`config.mk`:
```
export PLATFORM = sky130hd
export DESIGN_NAME = rv_multicycle_ctrl
export DESIGN_NICKNAME = d
export VERILOG_FILES = /design/src/rtl/rv_ctrl_pkg.sv /design/src/rtl/rv_multicycle_ctrl_counter.sv /design/src/rtl/rv_multicycle_ctrl.sv
export SDC_FILE = /design/constraint.sdc
export NUM_CORES = 1
export LEC_CHECK = 0
export BUFFER_PORTS_ARGS = -buffer_cell sky130_fd_sc_hd__buf_2
export CAP_MARGIN = 10
export CORE_MARGIN = 3
export CORE_UTILIZATION = 46
export CTS_CLUSTER_DIAMETER = 200
export DETAILED_ROUTE_END_ITERATION = 8
export GPL_TIMING_DRIVEN = 0
export PLACE_DENSITY_LB_ADDON = 0.15
export SLEW_MARGIN = 20
export SYNTH_ARGS = -nofsm -noshare
export SYNTH_HDL_FRONTEND = slang
export SYNTH_SLANG_ARGS = --single-unit
```
`constraint.sdc`:
```
create_clock -name clk -period 2.3 [get_ports clk]
set_input_delay 0 -clock clk [delete_from_list [all_inputs] [get_ports clk]]
set_output_delay 0 -clock clk [all_outputs]
set_load 0.005 [all_outputs]
```
`src/rtl/rv_ctrl_pkg.sv`:
```
// rv_ctrl_pkg: shared constants for the RV32I multi-cycle controller.
//   - RV32I major opcodes recognised by the controller
//   - FSM state encodings (FETCH..TRAP), kept as plain localparams so older
//     tools and debug scripts that read state_o as a number keep working
//   - ALU operation class, ALU operand-select and write-back-select codes
//   - is_known_opcode(): true for every opcode the FSM sequences through EXEC
package rv_ctrl_pkg;

    localparam logic [6:0] OP_RTYPE  = 7'b0110011;
    localparam logic [6:0] OP_ITYPE  = 7'b0010011;
    localparam logic [6:0] OP_LOAD   = 7'b0000011;
    localparam logic [6:0] OP_STORE  = 7'b0100011;
    localparam logic [6:0] OP_JAL    = 7'b1101111;
    localparam logic [6:0] OP_JALR   = 7'b1100111;
    localparam logic [6:0] OP_BRANCH = 7'b1100011;
    localparam logic [6:0] OP_LUI    = 7'b0110111;
    localparam logic [6:0] OP_AUIPC  = 7'b0010111;

    typedef logic [2:0] state_t;
    localparam state_t FETCH  = 3'd0;
    localparam state_t DECODE = 3'd1;
    localparam state_t EXEC   = 3'd2;
    localparam state_t MEM    = 3'd3;
    localparam state_t WB     = 3'd4;
    localparam state_t TRAP   = 3'd5;

    localparam logic [1:0] ALU_ADD    = 2'b00;
    localparam logic [1:0] ALU_BRANCH = 2'b01;
    localparam logic [1:0] ALU_FUNCT  = 2'b10;
    localparam logic [1:0] ALU_PASSB  = 2'b11;

    localparam logic [1:0] SRCA_RS1  = 2'd0;
    localparam logic [1:0] SRCA_PC   = 2'd1;
    localparam logic [1:0] SRCA_ZERO = 2'd2;

    localparam logic [1:0] SRCB_RS2  = 2'd0;
    localparam logic [1:0] SRCB_IMM  = 2'd1;
    localparam logic [1:0] SRCB_FOUR = 2'd2;

    localparam logic [1:0] WB_ALU = 2'd0;
    localparam logic [1:0] WB_MEM = 2'd1;
    localparam logic [1:0] WB_PC  = 2'd2;

    function automatic logic is_known_opcode(input logic [6:0] op);
        return (op == OP_RTYPE) || (op == OP_ITYPE) || (op == OP_LOAD) ||
               (op == OP_STORE) || (op == OP_JAL)   || (op == OP_JALR) ||
               (op == OP_BRANCH) || (op == OP_LUI)  || (op == OP_AUIPC);
    endfunction

endpackage

```
`src/rtl/rv_multicycle_ctrl_counter.sv`:
```
// rv_instret_counter: retired-instruction counter.
//   clk      in   system clock
//   reset    in   asynchronous active-high reset, clears the count
//   inc_i    in   add one this cycle
//   count_o  out  current count, wraps from all-ones to zero
module rv_instret_counter #(
    parameter int CNT_W = 32
) (
    input  logic             clk,
    input  logic             reset,
    input  logic             inc_i,
    output logic [CNT_W-1:0] count_o
);

    logic [CNT_W-1:0] count_q;

    // Natural binary wrap gives the modulo-2^CNT_W behaviour for free.
    always_ff @(posedge clk or posedge reset) begin
        if (reset) begin
            count_q <= '0;
        end else if (inc_i) begin
            count_q <= count_q + CNT_W'(1);
        end
    end

    assign count_o = count_q;

endmodule

```
`src/rtl/rv_multicycle_ctrl.sv`:
```
// rv_multicycle_ctrl: multi-cycle RV32I control FSM.
// Walks each instruction through FETCH/DECODE/EXEC/MEM/WB, drives the
// datapath enables and mux selects, handshakes with a variable-latency
// unified memory and counts retired instructions.
// Ports:
//   clk, reset          clock, asynchronous active-high reset
//   opcode              instr[6:0] from the IR, stable from DECODE to WB
//   stall               freeze the FSM, suppress all writes and retirement
//   mem_ready           memory completes the current request this cycle
//   mem_req/mem_we      memory request / write qualifier
//   mem_addr_sel        0 = PC, 1 = ALU result
//   ir_write_en, pc_write_en, branch_en, jump_en, reg_write_en  enables
//   alu_src_a/b, alu_op, wb_sel                                 mux codes
//   state_o             current state for debug
//   retired, instret    retire pulse and retired-instruction count
//   trap                (only with RV_CTRL_ILLEGAL_TRAP_EN) illegal opcode
// Optional feature macro: RV_CTRL_ILLEGAL_TRAP_EN. When defined an unlisted
// opcode parks the FSM in TRAP until reset instead of retiring as a NOP.
module rv_multicycle_ctrl
    import rv_ctrl_pkg::*;
#(
    parameter int         ALU_OP_W    = 2,
    parameter int         CNT_W       = 32,
    parameter logic [2:0] RESET_STATE = FETCH
) (
    input  logic                clk,
    input  logic                reset,
    input  logic [6:0]          opcode,
    input  logic                stall,
    input  logic                mem_ready,
    output logic                mem_req,
    output logic                mem_we,
    output logic                mem_addr_sel,
    output logic                ir_write_en,
    output logic                pc_write_en,
    output logic                branch_en,
    output logic                jump_en,
    output logic                reg_write_en,
    output logic [1:0]          alu_src_a,
    output logic [1:0]          alu_src_b,
    output logic [ALU_OP_W-1:0] alu_op,
    output logic [1:0]          wb_sel,
    output logic [2:0]          state_o,
`ifdef RV_CTRL_ILLEGAL_TRAP_EN
    output logic                trap,
`endif
    output logic                retired,
    output logic [CNT_W-1:0]    instret
);

    state_t     state_q;
    state_t     state_d;
    logic       memReq, memWe, addrSel;
    logic       irWe, pcWe, brEn, jmpEn, regWe, retire, trapRaw;
    logic [1:0] srcA, srcB, aluCode, wbSel;

    // State register; reset lands in FETCH.
    always_ff @(posedge clk or posedge reset) begin
        if (reset) begin
            state_q <= RESET_STATE;
        end else begin
            state_q <= state_d;
        end
    end

    // Decode of current state + opcode into controls and next state.
    // Stall is applied last so it overrides every transition and write
    // while leaving the memory request and mux selects as the state wants.
    always_comb begin
        state_d = state_q;
        memReq  = 1'b0;
        memWe   = 1'b0;
        addrSel = 1'b0;
        irWe    = 1'b0;
        pcWe    = 1'b0;
        brEn    = 1'b0;
        jmpEn   = 1'b0;
        regWe   = 1'b0;
        retire  = 1'b0;
        trapRaw = 1'b0;
        srcA    = SRCA_RS1;
        srcB    = SRCB_RS2;
        aluCode = ALU_ADD;
        wbSel   = WB_ALU;
        case (state_q)
            FETCH: begin
                memReq = 1'b1;
                srcA   = SRCA_PC;
                srcB   = SRCB_FOUR;
                if (mem_ready) begin
                    irWe    = 1'b1;
                    pcWe    = 1'b1;
                    state_d = DECODE;
                end
            end
            DECODE: begin
                if (is_known_opcode(opcode)) begin
                    state_d = EXEC;
                end else begin
`ifdef RV_CTRL_ILLEGAL_TRAP_EN
                    state_d = TRAP;
`else
                    retire  = 1'b1;
                    state_d = FETCH;
`endif
                end
            end
            EXEC: begin
                state_d = WB;
                case (opcode)
                    OP_RTYPE: begin
                        aluCode = ALU_FUNCT;
                    end
                    OP_ITYPE: begin
                        srcB    = SRCB_IMM;
                        aluCode = ALU_FUNCT;
                    end
                    OP_LOAD, OP_STORE: begin
                        srcB    = SRCB_IMM;
                        state_d = MEM;
                    end
                    OP_BRANCH: begin
                        aluCode = ALU_BRANCH;
                        brEn    = 1'b1;
                        retire  = 1'b1;
                        state_d = FETCH;
                    end
                    OP_JAL, OP_AUIPC: begin
                        srcA = SRCA_PC;
                        srcB = SRCB_IMM;
                    end
                    OP_JALR: begin
                        srcB = SRCB_IMM;
                    end
                    OP_LUI: begin
                        srcA    = SRCA_ZERO;
                        srcB    = SRCB_IMM;
                        aluCode = ALU_PASSB;
                    end
                    default: state_d = FETCH;
                endcase
            end
            MEM: begin
                memReq  = 1'b1;
                addrSel = 1'b1;
                if (opcode == OP_STORE) begin
                    memWe = 1'b1;
                    if (mem_ready) begin
                        retire  = 1'b1;
                        state_d = FETCH;
                    end
                end else if (mem_ready) begin
                    state_d = WB;
                end
            end
            WB: begin
                regWe   = 1'b1;
                retire  = 1'b1;
                state_d = FETCH;
                if (opcode == OP_LOAD) begin
                    wbSel = WB_MEM;
                end else if ((opcode == OP_JAL) || (opcode == OP_JALR)) begin
                    wbSel = WB_PC;
                    pcWe  = 1'b1;
                    jmpEn = 1'b1;
                end
            end
            TRAP: begin
`ifdef RV_CTRL_ILLEGAL_TRAP_EN
                trapRaw = 1'b1;
                state_d = TRAP;
`else
                state_d = FETCH;
`endif
            end
            default: state_d = FETCH;
        endcase
        if (stall) begin
            state_d = state_q;
            irWe    = 1'b0;
            pcWe    = 1'b0;
            brEn    = 1'b0;
            regWe   = 1'b0;
            retire  = 1'b0;
        end
    end

    // Outputs are forced quiet combinationally while reset is high, so an
    // in-flight memory request drops without waiting for a clock edge.
    assign mem_req      = memReq  & ~reset;
    assign mem_we       = memWe   & ~reset;
    assign mem_addr_sel = addrSel & ~reset;
    assign ir_write_en  = irWe    & ~reset;
    assign pc_write_en  = pcWe    & ~reset;
    assign branch_en    = brEn    & ~reset;
    assign jump_en      = jmpEn   & ~reset;
    assign reg_write_en = regWe   & ~reset;
    assign retired      = retire  & ~reset;
    assign alu_src_a    = reset ? 2'd0 : srcA;
    assign alu_src_b    = reset ? 2'd0 : srcB;
    assign wb_sel       = reset ? 2'd0 : wbSel;
    assign alu_op       = reset ? '0 : ALU_OP_W'(aluCode);
    assign state_o      = state_q;
`ifdef RV_CTRL_ILLEGAL_TRAP_EN
    assign trap         = trapRaw & ~reset;
`endif

    rv_instret_counter #(
        .CNT_W(CNT_W)
    ) u_instret (
        .clk    (clk),
        .reset  (reset),
        .inc_i  (retired),
        .count_o(instret)
    );

endmodule

```
==> run_results.csv <==
group,metric,value,unit
synthesis,post_synth.cell_area_avg,9.20,sq um
sta,unrepaired_setup_endpoints_after_global_routing,"false",
sta,clock.fmax,0.457,GHz
route,detail_route.vias_per_cell,5.46,
die,start_util,0.493,
global_route,grt_antenna_before_repair,0,
global_route,grt_first_pass_wirelength,8470,um
clocking,clock_tree_from_tritoncts,"yes",
sta,worst_slew_margin_rel,0.519,
clocking,cts_max_path_buffers,2,
worst_hold_path,min_path_type,"in2reg",
pwr,power_leakage,1.40,nW
global_route,grt_max_degree,37,
clocking,clk_transition_reported_paths,0.07,ns
sta,worst_pin_slew,0.721,ns
final_layout,final_core_util,0.650,
clocking,tritoncts.num_buffers,5,
sta,timing.final.crit_share,0.950,
final_layout,nFillCells,392,
final_layout,post_layout_instance_count_excluding_filler_cells,345,
global_route,via_count_of_the_first_global_routing_pass,1815,
synthesis,synth_cell_count_leaders,"sky130_fd_sc_hd__dfrtp_1, sky130_fd_sc_hd__nand2_1, sky130_fd_sc_hd__xor2_1",
setup_path,critical_path.max_fanout,8,
synthesis,synth.yosys.seq_area_share,0.429,
synthesis,synth_mux_area_frac,0.0153,
synthesis,post_synth_xor_area_fraction,0.133,
pwr,worst_vdd_ir,0.480,mV
route,avgRoutedWirePerCell,14.6,um
synthesis,synth_top_family_by_area,"simple AND/OR/NAND/NOR gates",
synthesis,synth_area,2040,sq um
global_route,grt_remaining_overflow,0,
synthesis,syn-instance-count,222,
sta,finalSetupViolCount,0,
clocking,clock_tree.root_cell,"sky130_fd_sc_hd__clkbuf_8",
final_layout,layout.nets,306,
placement,hpwl_after_detailed_placement,3530,um
synthesis,yosysWarnings,0,
synthesis,yosysMostFrequentCell,"sky130_fd_sc_hd__dfrtp_1",
synthesis,synth_area_leader_cell,"sky130_fd_sc_hd__dfrtp_1",
route,vias,1883,
final_layout,fraction_of_layout_instances_using_a_drive_strength_above_1,0.376,
setup_path,crit_chain,"or3b_2 > a41oi_2 > a21boi_2 > and2_0 > buf_2 > or3_1 > xnor2_1",
sta,clock_skew,0.00425,ns
setup_path,r2r_slack,0.11,ns
synthesis,post_synth_num_cell_types,45,
die,die_height,72.6,um
die,coreArea,4140,sq um
setup_path,worst-setup-path-type,"reg2reg",
setup_path,critical_path_arrival,2.35,ns
sta,final.min_clock_period,2.19,ns
synthesis,synth_compound_gate_area_share,0.0668,
global_route,grt_util_all_layers,0.202,
setup_path,worst_path_max_delay_cell,"sky130_fd_sc_hd__or3b_2",
outcome,outcome,"completed",
sta,hold_violations,0,
placement,gp_congestion,0.896,
synthesis,yosys_most_used_dff,"sky130_fd_sc_hd__dfrtp_1",
worst_hold_path,min_path_cells,3,
placement,port_buf_inserts,59,
clocking,cts.sinks,35,
final_layout,multiInputGateArea,1220,sq um
die,chipWidth,72.6,um
synthesis,synthTopCellsByArea,"sky130_fd_sc_hd__dfrtp_1, sky130_fd_sc_hd__xor2_1, sky130_fd_sc_hd__nand2_1",
synthesis,postSynthNetCount,234,
final_layout,antenna_cells,0,
clocking,clock_insertion_delay_worst_skew,0.28,ns
route,drt.antenna.violating_nets,0,
die,floorplan.die_area,5270,sq um
synthesis,share_of_yosys_cell_area_claimed_by_the_top_area_cell_type,0.429,
setup_path,end_kind,"flop",
pwr,power_density_over_the_cells,527,nW/um^2
die,rows,23,
placement,placed_cells,331,
route,dr.pass1.iters,4,
synthesis,synth_seq_cells,35,
route,totalWireLength,5040,um
setup_path,worst-r2r-cell-count,7,
sta,final_max_slew_viol_count,0,
final_layout,flow.area_growth_from_synthesis,31.9,%
final_layout,area.sequential,880,sq um
synthesis,asyncSetResetFlopFracSynth,1.00,
setup_path,worst_path_largest_cell_delay,0.50,ns
clocking,cts-htree-levels,2,
setup_path,critPathRequiredTime,2.47,ns
setup_path,worst_setup_path_start_kind,"flop",
route,first_iter_violations,109,
job,max-cap-violations,0,
die,top_level_i_o_count,63,
synthesis,synth-simple-area-share,0.317,
route,drcViolationCount,0,
synthesis,synth_adder_area_share,0.00613,
synthesis,number_of_enable_type_register_cells_in_the_synthesized_netlist,0,
==> report_power, final <==
group / switching, mW / internal (mW) / total (mW)
Sequential: 0.0325 / 0.639 / 0.671
Clock: 0.215 / 0.273 / 0.488
Combinational: 0.136 / 0.123 / 0.259
==> cells in the final DEF, fill, tap and decap left out, types with 2 or more instances in the layout <==
master	instances
sky130_fd_sc_hd__buf_2	61
sky130_fd_sc_hd__dfrtp_1	32
sky130_fd_sc_hd__nand2_1	26
sky130_fd_sc_hd__xor2_1	22
sky130_fd_sc_hd__nor2_1	18
sky130_fd_sc_hd__buf_4	9
sky130_fd_sc_hd__nand3_1	9
sky130_fd_sc_hd__xnor2_1	9
sky130_fd_sc_hd__nand4_1	7
sky130_fd_sc_hd__nor3_2	7
sky130_fd_sc_hd__clkbuf_8	7
sky130_fd_sc_hd__and3_1	6
sky130_fd_sc_hd__clkbuf_1	5
sky130_fd_sc_hd__a21oi_1	5
sky130_fd_sc_hd__nor2b_1	4
sky130_fd_sc_hd__nor3_1	4
sky130_fd_sc_hd__nand2b_1	3
sky130_fd_sc_hd__or3_1	3
sky130_fd_sc_hd__and4_1	3
sky130_fd_sc_hd__nor4b_2	3
sky130_fd_sc_hd__o21ai_0	3
sky130_fd_sc_hd__dfrtp_2	3
sky130_fd_sc_hd__nand3b_1	2
sky130_fd_sc_hd__and3b_1	2
sky130_fd_sc_hd__or3_4	2
sky130_fd_sc_hd__o41ai_1	2
sky130_fd_sc_hd__nor3b_2	2
sky130_fd_sc_hd__inv_1	2
sky130_fd_sc_hd__a32oi_1	2
sky130_fd_sc_hd__mux2i_1	2
==> kinds of logic after synthesis <==
kind of cell / count (synthesis)
compound gates: 20
xor+xnor: 31
fa+ha+maj: 1
buf+inv: 15
flops: 35
mux: 3
simple gates: 117
==> registers in the layout (all words and copies together) (netlist names) <==
register / count
state_o: 3
u_instret.count_o: 32
==> critical path: cells and delay by family, from the launching register on <==
| family | cells | cell delay (ns) |
|---|---|---|
| AO/OA/AOI/OAI | 2 | 0.28 |
| flip-flops | 1 | 0.45 |
| buffers and inverters | 1 | 0.19 |
| XOR/XNOR | 1 | 0.13 |
| AND/OR/NAND/NOR | 3 | 1.03 |
==> worst paths after layout <==
path | startpoint | endpoint
worst max-delay path | state_o[2] | u_instret.count_o[30]
max in group asynchronous | reset | state_o[0]
worst max register to register | state_o[2] | u_instret.count_o[30]
worst min-delay path | stall | state_o[2]
min in group asynchronous | reset | state_o[2]
worst min register to register | u_instret.count_o[31] | u_instret.count_o[31]
==> through the flow <==
| step | setup WS, ns | TNS (ns) | hold slack, ns | power (mW) | instance area, sq um |
|---|---|---|---|---|---|
| after CTS | -0.0260 | -0.0260 | 0.0977 | 1.38 | 2570 |
| after detailed placement | -0.133 | -1.59 | 0.201 | 0.866 | 2410 |
| after global routing | 0.00867 | 0 | 0.130 | 1.49 | 2690 |
| final | 0.114 | 0 | 0.101 | 1.42 | 2690 |
| after floorplan | 0.0190 | 0 | 0.0882 | 0.791 | 2060 |
| after global placement | -0.103 | -1.03 | 0.355 | 0.861 | 2410 |
==> per-layer routing <==
layer | part of all wire | track usage | up-vias
li1 | - | - | 925
met1 | 0.47 | 0.278 | 912
met2 | 0.47 | 0.324 | 44
met3 | 0.053 | 0.0441 | 2
met4 | 0.0058 | 0.0492 | 0
met5 | 0 | 0 | -
==> area by class of cell <==
cell class,instances,area share
flip-flops and latches,35,0.327
well taps,50,0.0232
multi-input cells,172,0.455
plain buffers,10,0.0209
repair buffers,67,0.133
clock buffers,8,0.0372
inverters,3,0.00418
==> repair_timing <==
item,4_1_cts,5_1_grt
pin swaps,1,2
hold endpoints to repair,35,0
hold buffers,1,0
endpoints found under the setup margin,18,29
resized for setup,3,30
setup buffers,6,1
(Power assumes the default switching activity.)
